`config.mk`:
```
export PLATFORM = sky130hd
export DESIGN_NAME = rx_lbuf_sched
export DESIGN_NICKNAME = d
export VERILOG_FILES = /design/src/rtl/rx_lbuf_sched.sv
export SDC_FILE = /design/constraint.sdc
export NUM_CORES = 1
export LEC_CHECK = 0
export BUFFER_PORTS_ARGS = -buffer_cell sky130_fd_sc_hd__buf_2
export CAP_MARGIN = 20
export CORE_MARGIN = 1
export CORE_UTILIZATION = 25
export CTS_CLUSTER_DIAMETER = 100
export DETAILED_ROUTE_END_ITERATION = 16
export SYNTH_ARGS = -nofsm -noshare
export SYNTH_HDL_FRONTEND = slang
export SYNTH_SLANG_ARGS = --single-unit
export TNS_END_PERCENT = 5
```
`constraint.sdc`:
```
create_clock -name clk -period 3.24 [get_ports clk]
set_input_delay 0.648 -clock clk [delete_from_list [all_inputs] [get_ports clk]]
set_output_delay 0.648 -clock clk [all_outputs]
set_load 0.02 [all_outputs]
```
`src/rtl/rx_lbuf_sched.sv`:
```
// Ping-pong scheduler handing lbuf1/lbuf2 to the RX DMA engine in strict turn.
// Optional counters enabled by defining RX_LBUF_SCHED_STATS_EN.
module rx_lbuf_sched #(
    parameter int FIRST_SLOT  = 1,
    parameter int STALL_CNT_W = 16
) (
    input  logic        clk,
    input  logic        rst,
    input  logic [63:0] lbuf1_addr,
    input  logic        lbuf1_en,
    output logic        lbuf1_dn,
    input  logic [63:0] lbuf2_addr,
    input  logic        lbuf2_en,
    output logic        lbuf2_dn,
    output logic [63:0] lbuf_addr,
    output logic        lbuf_en,
    output logic        lbuf64b,
    input  logic        lbuf_dn
`ifdef RX_LBUF_SCHED_STATS_EN
    ,
    output logic [31:0]            lbuf_issued_cnt,
    output logic [STALL_CNT_W-1:0] lbuf_stall_cnt
`endif
);

    typedef enum logic [1:0] {
        WAIT1,
        ISSUE1,
        WAIT2,
        ISSUE2
    } state_t;

    localparam state_t RstState = (FIRST_SLOT == 2) ? WAIT2 : WAIT1;

    state_t      state_q, state_d;
    logic [63:0] addr_q, addr_d;
    logic        en_q, en_d;
    logic        b64_q, b64_d;
    logic        dn1_q, dn1_d;
    logic        dn2_q, dn2_d;
    logic        stale1_q, stale1_d;
    logic        stale2_q, stale2_d;

    always_comb begin
        state_d  = state_q;
        addr_d   = addr_q;
        en_d     = en_q;
        b64_d    = b64_q;
        dn1_d    = 1'b0;
        dn2_d    = 1'b0;
        // A slot is visibly re-armed only once its en has been seen low.
        stale1_d = stale1_q & lbuf1_en;
        stale2_d = stale2_q & lbuf2_en;
        case (state_q)
            WAIT1: begin
                if (lbuf1_en && !stale1_q) begin
                    state_d = ISSUE1;
                    en_d    = 1'b1;
                    addr_d  = lbuf1_addr;
                    b64_d   = |lbuf1_addr[63:32];
                end
            end
            ISSUE1: begin
                if (lbuf_dn) begin
                    state_d  = WAIT2;
                    en_d     = 1'b0;
                    dn1_d    = 1'b1;
                    stale1_d = 1'b1;
                end
            end
            WAIT2: begin
                if (lbuf2_en && !stale2_q) begin
                    state_d = ISSUE2;
                    en_d    = 1'b1;
                    addr_d  = lbuf2_addr;
                    b64_d   = |lbuf2_addr[63:32];
                end
            end
            ISSUE2: begin
                if (lbuf_dn) begin
                    state_d  = WAIT1;
                    en_d     = 1'b0;
                    dn2_d    = 1'b1;
                    stale2_d = 1'b1;
                end
            end
            default: state_d = RstState;
        endcase
    end

    always_ff @(posedge clk or posedge rst) begin
        if (rst) begin
            state_q  <= RstState;
            addr_q   <= '0;
            en_q     <= 1'b0;
            b64_q    <= 1'b0;
            dn1_q    <= 1'b0;
            dn2_q    <= 1'b0;
            stale1_q <= 1'b0;
            stale2_q <= 1'b0;
        end else begin
            state_q  <= state_d;
            addr_q   <= addr_d;
            en_q     <= en_d;
            b64_q    <= b64_d;
            dn1_q    <= dn1_d;
            dn2_q    <= dn2_d;
            stale1_q <= stale1_d;
            stale2_q <= stale2_d;
        end
    end

    assign lbuf_addr = addr_q;
    assign lbuf_en   = en_q;
    assign lbuf64b   = b64_q;
    assign lbuf1_dn  = dn1_q;
    assign lbuf2_dn  = dn2_q;

`ifdef RX_LBUF_SCHED_STATS_EN
    logic [31:0]            iss_q, iss_d;
    logic [STALL_CNT_W-1:0] stall_q, stall_d;
    logic                   stall_c;

    always_comb begin
        stall_c = ((state_q == WAIT1) && (!lbuf1_en || stale1_q)) ||
                  ((state_q == WAIT2) && (!lbuf2_en || stale2_q));
        iss_d   = iss_q + {31'd0, (dn1_d | dn2_d)};
        stall_d = stall_q;
        if (stall_c && (stall_q != '1)) begin
            stall_d = stall_q + 1'b1;
        end
    end

    always_ff @(posedge clk or posedge rst) begin
        if (rst) begin
            iss_q   <= '0;
            stall_q <= '0;
        end else begin
            iss_q   <= iss_d;
            stall_q <= stall_d;
        end
    end

    assign lbuf_issued_cnt = iss_q;
    assign lbuf_stall_cnt  = stall_q;
`endif

endmodule

```
After elaboration in Yosys (flattened, before gate mapping)
Index checks and enable logic that the tools add are counted.
{"block": "classes", "n_eq_ne": 8, "n_mux": 22, "bitwise_logic": 2, "reduce_logical": 12}
{"op": "2-to-1 mux 64 bit", "count": 2}
{"op": "one-hot mux 64 bit (2 select lines)", "count": 1}
{"op": "OR reduction 32 bit", "count": 2}
{"op": "2-to-1 mux 1 bit", "count": 12}
{"op": "2-to-1 mux 2 bit", "count": 4}
{"op": "inequality test 2 bit, second input constant", "count": 4}
{"op": "one-hot mux 2 bit (4 select lines)", "count": 1}
{"op": "AND reduction 3 bit", "count": 2}
{"op": "equality test 2 bit, second input constant", "count": 2}
{"op": "AND reduction 4 bit", "count": 1}
{"op": "one-hot mux 1 bit (3 select lines)", "count": 1}
{"op": "AND 1 bit", "count": 2}
{"op": "equality test 2 x 1 -> 1 bit, second input constant", "count": 1}
{"op": "logical AND 1 bit", "count": 2}
{"op": "zero test 1 bit", "count": 2}
{"op": "zero test 2 bit", "count": 1}
{"op": "inequality test 2 x 1 -> 1 bit, second input constant", "count": 1}
{"op": "one-hot mux 1 bit (2 select lines)", "count": 1}
{"op": "nonzero test 2 bit", "count": 1}
{"op": "OR reduction 2 bit", "count": 1}
{"block": "word_totals", "regBits": 72, "input_bits": 133, "output_inout_bits": 68, "wordCells": 52}

Depth between registers and ports, before layout
Gate-level depths: netlist of run 1.
{"block": "depth", "word_depth": 4, "depth_mapped": 8, "ltp_nobuf": 6}

Least setup slack after synthesis of run 1
Ideal clock, no wire load.
{"block": "synth_path", "path_type": "register to register", "startpoint": "register state_q[0]", "endpoint": "register b64_q, in the netlist lbuf64b", "t_arrival_ns": 1.598, "slack_ns": 1.522, "path_stages_with_launch": 8, "path_buffers": 1, "cell_sequence": "dfrtp_1 -> inv_1 -> ha_1 -> buf_6 -> nor4_2 -> nand4_1 -> or3_1 -> a31o_1"}
{"block": "synth_via", "elab_chain_cells": 3}
{"element": "start: declaration", "line": "35", "rtl": "state_t state_q, state_d;"}
{"element": "start signal: assignment", "line": "93", "rtl": "state_q <= RstState;"}
{"element": "start signal: assignment", "line": "102", "rtl": "state_q <= state_d;"}
{"element": "equality test 2 bit / zero test 2 bit (equally long branches)", "line": "54", "rtl": "case (state_q)"}
{"element": "inequality test 2 bit (no line) / nonzero test 2 bit (equally long branches)"}
{"element": "AND reduction 3 bit (no line)"}
{"element": "end signal: assignment", "line": "96", "rtl": "b64_q <= 1'b0;"}
{"element": "end signal: assignment", "line": "105", "rtl": "b64_q <= b64_d;"}
{"element": "end: declaration", "line": "38", "rtl": "logic b64_q, b64_d;"}
Several ways; a longest one is shown, not always the timed one.
A chain may end at the register's enable or synchronous reset.

Final worst setup path of run 1
Ends and elaborated chain as after synthesis.

==> flow_metrics.py, run 1 <==
metrics = {
    "outcome": {
        "status": "completed",
    },
    "cts": {
        "cts_resized": 0,
        "cts_buffer_depth": 2,
        "cts_hold_buffers": 0,
        "clk_pin_slew_worst_paths_ps": 60,
        "numClockSinks": 72,
        "cts_setup_buffers": 0,
        "ctsHtreeMaxLevel": 3,
        "cts_tree": "built",
        "cts-root-buf": "clkbuf_16",
        "clock_latency_ps": 340,
        "cts_buffers": 9,
    },
    "grt": {
        "overflow": 0,
        "grt_antenna_before_repair": 0,
        "grt_pass1_wl_microns": 17600,
        "first_global_vias": 3440,
        "grt_usage_pct": 15.9,
        "grt_max_degree": 73,
    },
    "setup_path": {
        "worstPathRequired_ps": 3470,
        "timing.rr.start": "state_q[0]$_DFFE_PP0P_",
        "r2r_end": "lbuf64b$_DFFE_PP0P_",
        "crit_path_start_kind": "flip-flop",
        "r2r_slack_ps": 940,
        "ff2ff_path_depth": 7,
        "cp_data_arrival_time_ps": 2530,
        "cp-end-kind": "flip-flop",
        "cp_max_fo": 32,
        "criticalPathCategory": "flip-flop to flip-flop",
    },
    "sta": {
        "worst_pin_slew_ps": 957,
        "finalSetupViolCount": 0,
        "setup_ws_ps": 936,
        "drv_slew": 0,
        "finalCriticalPeriod_ps": 2300,
        "rsz0062_at_grt": "no",
        "finalHoldViolCount": 0,
        "max_freq_mhz": 434,
        "post-route-period-util_pct": 71.1,
        "tns_ps": 0,
        "slew_headroom_pct": 36.2,
        "clock_skew_ps": 11.3,
    },
    "detailed_routing": {
        "num_vias": 3501,
        "first_pass_iters": 4,
        "drt_iter0_drc": 123,
        "wl_per_cell_microns": 16.4,
        "antenna_left": 0,
        "drc_errors": 0,
        "viasPerCell": 4.89,
        "totalWireLength_microns": 11700,
    },
    "finish": {
        "synthToLayoutAreaGrowth_pct": 39.4,
        "finalNonFillerCells": 716,
        "nets": 669,
        "n_antenna_cell": 0,
        "drive_above_1_share_pct": 42.4,
    },
    "run": {
        "maxCapViolCount": 0,
    },
    "floorplanning": {
        "die_y_microns": 122,
        "fp.dieW_microns": 122,
        "coreArea_sq_um": 14000,
        "initial_core_util_pct": 25.9,
        "die_area_sq_um": 15000,
        "top_level_ports": 201,
        "rows": 43,
    },
    "place": {
        "place.gp.congestion": 0.810,
        "portBuffers": 200,
        "dpl.hpwl_microns": 8500,
        "place_ws_ps": 890,
        "dp_cells": 700,
    },
    "synth": {
        "yosysTopAreaCell": "dfrtp_1",
        "ys.flop_type": "dfrtp_1",
        "netlist_top_cells_area": "dfrtp_1 50%, mux2i_1 18%, a21oi_1 18%, nor4_1 2.1%, ha_1 1.7%",
        "synthArstFlopShare_pct": 100,
        "syn_nets": 481,
        "yosysMostFrequentCell": "a21oi_1",
        "yosysSeqAreaShare_pct": 49.8,
        "synth_top_area_share_pct": 49.8,
        "yosys.cell_types.count": 26,
        "synthCells": 343,
        "synth_area_sq_um": 3620,
        "yosysWarnings": 0,
        "synth-seq-cells": 72,
        "avgSynthCellArea_sq_um": 10.5,
        "synth.cells.most_frequent": "128 x a21oi_1, 72 x dfrtp_1, 65 x mux2i_1",
        "synth-edff-count": 0,
    },
    "min_path": {
        "min-delay-path-class": "flip-flop to flip-flop",
        "min_to": "stale2_q$_DFF_PP0_",
        "hp-start": "stale2_q$_DFF_PP0_",
        "hold_depth": 1,
    },
    "power": {
        "power_density_nw_per_um2": 1150,
        "ir_drop_v": 0.000399,
        "total_leakage_power_nw": 2.33,
    },
}
==> cell type report <==
class | count | area [sq um]
clock buffers | 11 | 233
clock inverters | 5 | 56.3
fillers | 1454 | 8940
inverters | 3 | 12.5
multi-input cells | 239 | 1660
flip-flops and latches | 72 | 1800
well taps | 180 | 225
repair buffers | 206 | 1060
==> how the worst max path moves through the flow <==
stage                                       from                     end  slack [ps]
after floorplan                              rst      lbuf1_dn$_DFF_PP0_         770
after global placement                  lbuf1_en  state_q[1]$_DFFE_PP0P_         900
after detailed placement                lbuf1_en  state_q[1]$_DFFE_PP0P_         890
after CTS                 state_q[0]$_DFFE_PP0P_     lbuf64b$_DFFE_PP0P_         910
after global routing      state_q[1]$_DFFE_PP0P_  state_q[1]$_DFFE_PP0P_         840
final                     state_q[0]$_DFFE_PP0P_     lbuf64b$_DFFE_PP0P_         940
==> layer usage <==
metal | wire (microns) | up-vias | share of wire [%] | track usage, %
met5 | 0 | - | 0 | 0
met4 | 221 | 0 | 1.9 | 7.09
met3 | 1080 | 14 | 9.2 | 4.09
met2 | 5560 | 178 | 47 | 27.2
met1 | 4880 | 1669 | 42 | 18.5
li1 | - | 1640 | - | -
==> metrics by stage <==
stage	cell area [sq um]	total power, W	hold slack (ps)	utilization (%)
after detailed placement	4750	0.00485	460	34.0
after CTS	5040	0.00586	474	36.1
after global placement	4750	0.00478	455	34.0
final	5040	0.00578	471	36.1
after floorplan	3620	0.00391	440	-
after global routing	5040	0.00622	498	36.1
==> sequential cells by signal, summed over array words and instances (netlist names) <==
register / flops
lbuf_addr: 64
lbuf_en: 1
lbuf1_dn: 1
lbuf64b: 1
lbuf2_dn: 1
stale2_q: 1
state_q: 2
stale1_q: 1
==> critical path, stage by stage, from the launching register on <==
cell	delay [ps]
dfrtp_1	370
inv_1	120
ha_4	260
buf_4	320
nor4_2	300
nand4_1	200
or3_1	400
a31o_1	210
==> power by group <==
part	internal [W]	switching [W]
clock	0.000596	0.000377
sequential	0.00138	0.000243
combinational	0.00113	0.00206
total	0.00310	0.00268
==> cells in the final DEF, fill, tap and decap left out, types with 2 or more instances in the layout <==
| master | n |
|---|---|
| a21o_1 | 2 |
| clkinv_2 | 3 |
| buf_4 | 5 |
| clkbuf_16 | 9 |
| mux2i_1 | 65 |
| nand2b_1 | 2 |
| nor4_1 | 12 |
| dfrtp_1 | 72 |
| nor2_1 | 4 |
| or3_1 | 4 |
| ha_1 | 4 |
| nand4_1 | 4 |
| and2_1 | 2 |
| inv_1 | 2 |
| clkbuf_1 | 2 |
| buf_2 | 200 |
| a21oi_1 | 128 |
==> logic make-up after synthesis <==
family / synth area share (%)
DFF: 49.8
buffers and inverters: 4.77
and+or+nand+nor: 5.78
muxes: 18.3
adders and majority gates: 1.73
AOI/OAI and AO/OA: 19.6
No activity file was read; power rests on OpenSTA's default activity.
==> run 2, diff against run 1 <==
==> constraint.sdc (replaced) <==
create_clock -name clk -period 2.3 [get_ports clk]
set_input_delay 0.46 -clock clk [delete_from_list [all_inputs] [get_ports clk]]
set_output_delay 0.46 -clock clk [all_outputs]
set_load 0.02 [all_outputs]
==> flow_metrics.py, run 2 (synthesis results as in run 1) <==
metrics = {
    "finish": {
        "largest_reg_flops": 64,
        "final_cell_area_sq_um": 5170,
        "drive_above_1_share_pct": 43.3,
        "final_common_cell": "buf_2",
        "final_cell_mix": "200 x buf_2, 128 x a21oi_1, 72 x dfrtp_1, 65 x mux2i_1, 12 x nor4_1",
        "n_antenna_cell": 0,
        "n_fill_cell": 1437,
        "fin_util_pct": 37.0,
        "nets": 674,
        "synthToLayoutAreaGrowth_pct": 43.0,
    },
    "cts": {
        "cts_hold_buffers": 0,
        "numClockSinks": 72,
        "cts_buffer_depth": 2,
        "cts_buffers": 9,
        "cts_resized": 0,
        "cts_tree": "built",
        "cts-root-buf": "clkbuf_16",
        "clock_latency_ps": 340,
        "cts_setup_buffers": 0,
        "ctsHtreeMaxLevel": 3,
        "clk_pin_slew_worst_paths_ps": 60,
    },
    "sta": {
        "worst_pin_slew_ps": 682,
        "tns_ps": 0,
        "clock_skew_ps": 4.08,
        "drv_slew": 0,
        "max_freq_mhz": 488,
        "finalHoldViolCount": 0,
        "rsz0062_at_grt": "no",
        "finalSetupViolCount": 0,
        "slew_headroom_pct": 54.5,
        "finalCriticalPeriod_ps": 2050,
        "post-route-period-util_pct": 89.1,
    },
    "place": {
        "dpl.hpwl_microns": 8580,
        "place.gp.congestion": 0.864,
        "portBuffers": 200,
        "placed_area_sq_um": 4820,
    },
    "setup_path": {
        "crit_path_start_kind": "flip-flop",
        "endpoint": "lbuf_addr[28]$_DFFE_PP0P_",
        "r2r_end": "lbuf_addr[28]$_DFFE_PP0P_",
        "cp_num_cells": 6,
        "critPathTopFamily": "simple AND/OR/NAND/NOR gates",
        "worstPathRequired_ps": 2510,
        "ff2ff_path_depth": 6,
        "critPathBufInv": 2,
        "cp_data_arrival_time_ps": 2260,
        "max_stage_delay_ps": 520,
        "timing.rr.start": "state_q[0]$_DFFE_PP0P_",
        "cpMaxStageDelayCell": "and2_2",
        "cp_max_fo": 22,
        "r2r_slack_ps": 250,
        "criticalPathCategory": "flip-flop to flip-flop",
        "crit_path_start": "state_q[0]$_DFFE_PP0P_",
        "cp_cell_sequence": "inv_1 > ha_1 > a22oi_4 > and2_2 > buf_4 > a21oi_1",
        "cp-end-kind": "flip-flop",
    },
    "detailed_routing": {
        "wl_met1_microns": 5010,
        "drc_errors": 0,
        "wl_per_cell_microns": 16.1,
        "top_layer": "met4",
        "drt_iter0_drc": 143,
        "met2_length_microns": 5430,
        "first_pass_iters": 4,
        "totalWireLength_microns": 11600,
        "antenna_left": 0,
        "num_vias": 3496,
        "viasPerCell": 4.85,
        "wl_met3_microns": 990,
    },
    "power": {
        "total_leakage_power_nw": 2.40,
        "power_density_nw_per_um2": 1640,
        "fin_total_pwr_w": 0.00849,
        "ir_drop_v": 0.000652,
    },
    "grt": {
        "first_global_vias": 3278,
        "grt_pass1_wl_microns": 17100,
        "grt_usage_pct": 15.5,
        "grt_max_degree": 69,
        "overflow": 0,
        "grt_antenna_before_repair": 0,
    },
    "floorplanning": {
        "initial_core_util_pct": 25.9,
        "coreArea_sq_um": 14000,
        "fp.dieW_microns": 122,
        "top_level_ports": 201,
        "die_area_sq_um": 15000,
        "die_y_microns": 122,
        "rows": 43,
    },
    "min_path": {
        "min-delay-path-class": "primary input to asynchronous set/reset pin",
    },
    "run": {
        "maxCapViolCount": 0,
    },
    "outcome": {
        "status": "completed",
    },
}
run 2: changes by cell type in the layout (fill, tap and decap cells not counted), sizes merged:
cell and change:
buf +5, bufinv +2, clkinv -1, inv -1
run 2: metal layers:
layer  vias to the layer above  global-route usage [%]
met1                      1657                    19.0
li1                       1650                       -
met4                         0                    6.17
met5                         -                       0
met3                        11                    4.55
met2                       178                    25.3
run 2: worst min-delay path by stage:
stage | from | to | slack, ps | depth (start not counted)
global route | rst | lbuf_addr[14]$_DFFE_PP0P_ | 60 | 2
floorplan | stale1_q$_DFF_PP0_ | stale1_q$_DFF_PP0_ | 440 | 1
detailed placement | rst | lbuf_addr[18]$_DFFE_PP0P_ | 410 | 2
finish | rst | lbuf_addr[22]$_DFFE_PP0P_ | 50 | 2
global placement | rst | lbuf_addr[14]$_DFFE_PP0P_ | 400 | 2
CTS | rst | lbuf_addr[22]$_DFFE_PP0P_ | 40 | 2
run 2: per-stage QoR:
| stage | std cells | hold slack (ps) | worst slack, ps |
|---|---|---|---|
| 2_1_floorplan | 343 | 440 | 15.1 |
| 3_3_place_gp | 705 | 403 | 196 |
| 3_5_place_dp | 705 | 409 | 218 |
| 4_1_cts | 721 | 36.0 | 262 |
| 5_1_grt | 721 | 56.4 | 162 |
| 6_report | 721 | 46.9 | 250 |
run 2: report_power, final:
part | switching (W) | internal [W] | total [W]
Clock | 0.000539 | 0.00112 | 0.00165
Combinational | 0.00290 | 0.00165 | 0.00455
Sequential | 0.000345 | 0.00194 | 0.00228
Total | 0.00379 | 0.00471 | 0.00849
run 2: layout make-up:
class / instances / area, sq um / share of cell area, %
Sequential cell: 72 / 1800 / 34.8
Multi-Input combinational cell: 239 / 1660 / 32.0
Timing Repair Buffer: 211 / 1120 / 21.7
Clock buffer: 11 / 253 / 4.89
Tap cell: 180 / 225 / 4.35
Clock inverter: 5 / 103 / 1.98
Inverter: 3 / 12.5 / 0.242
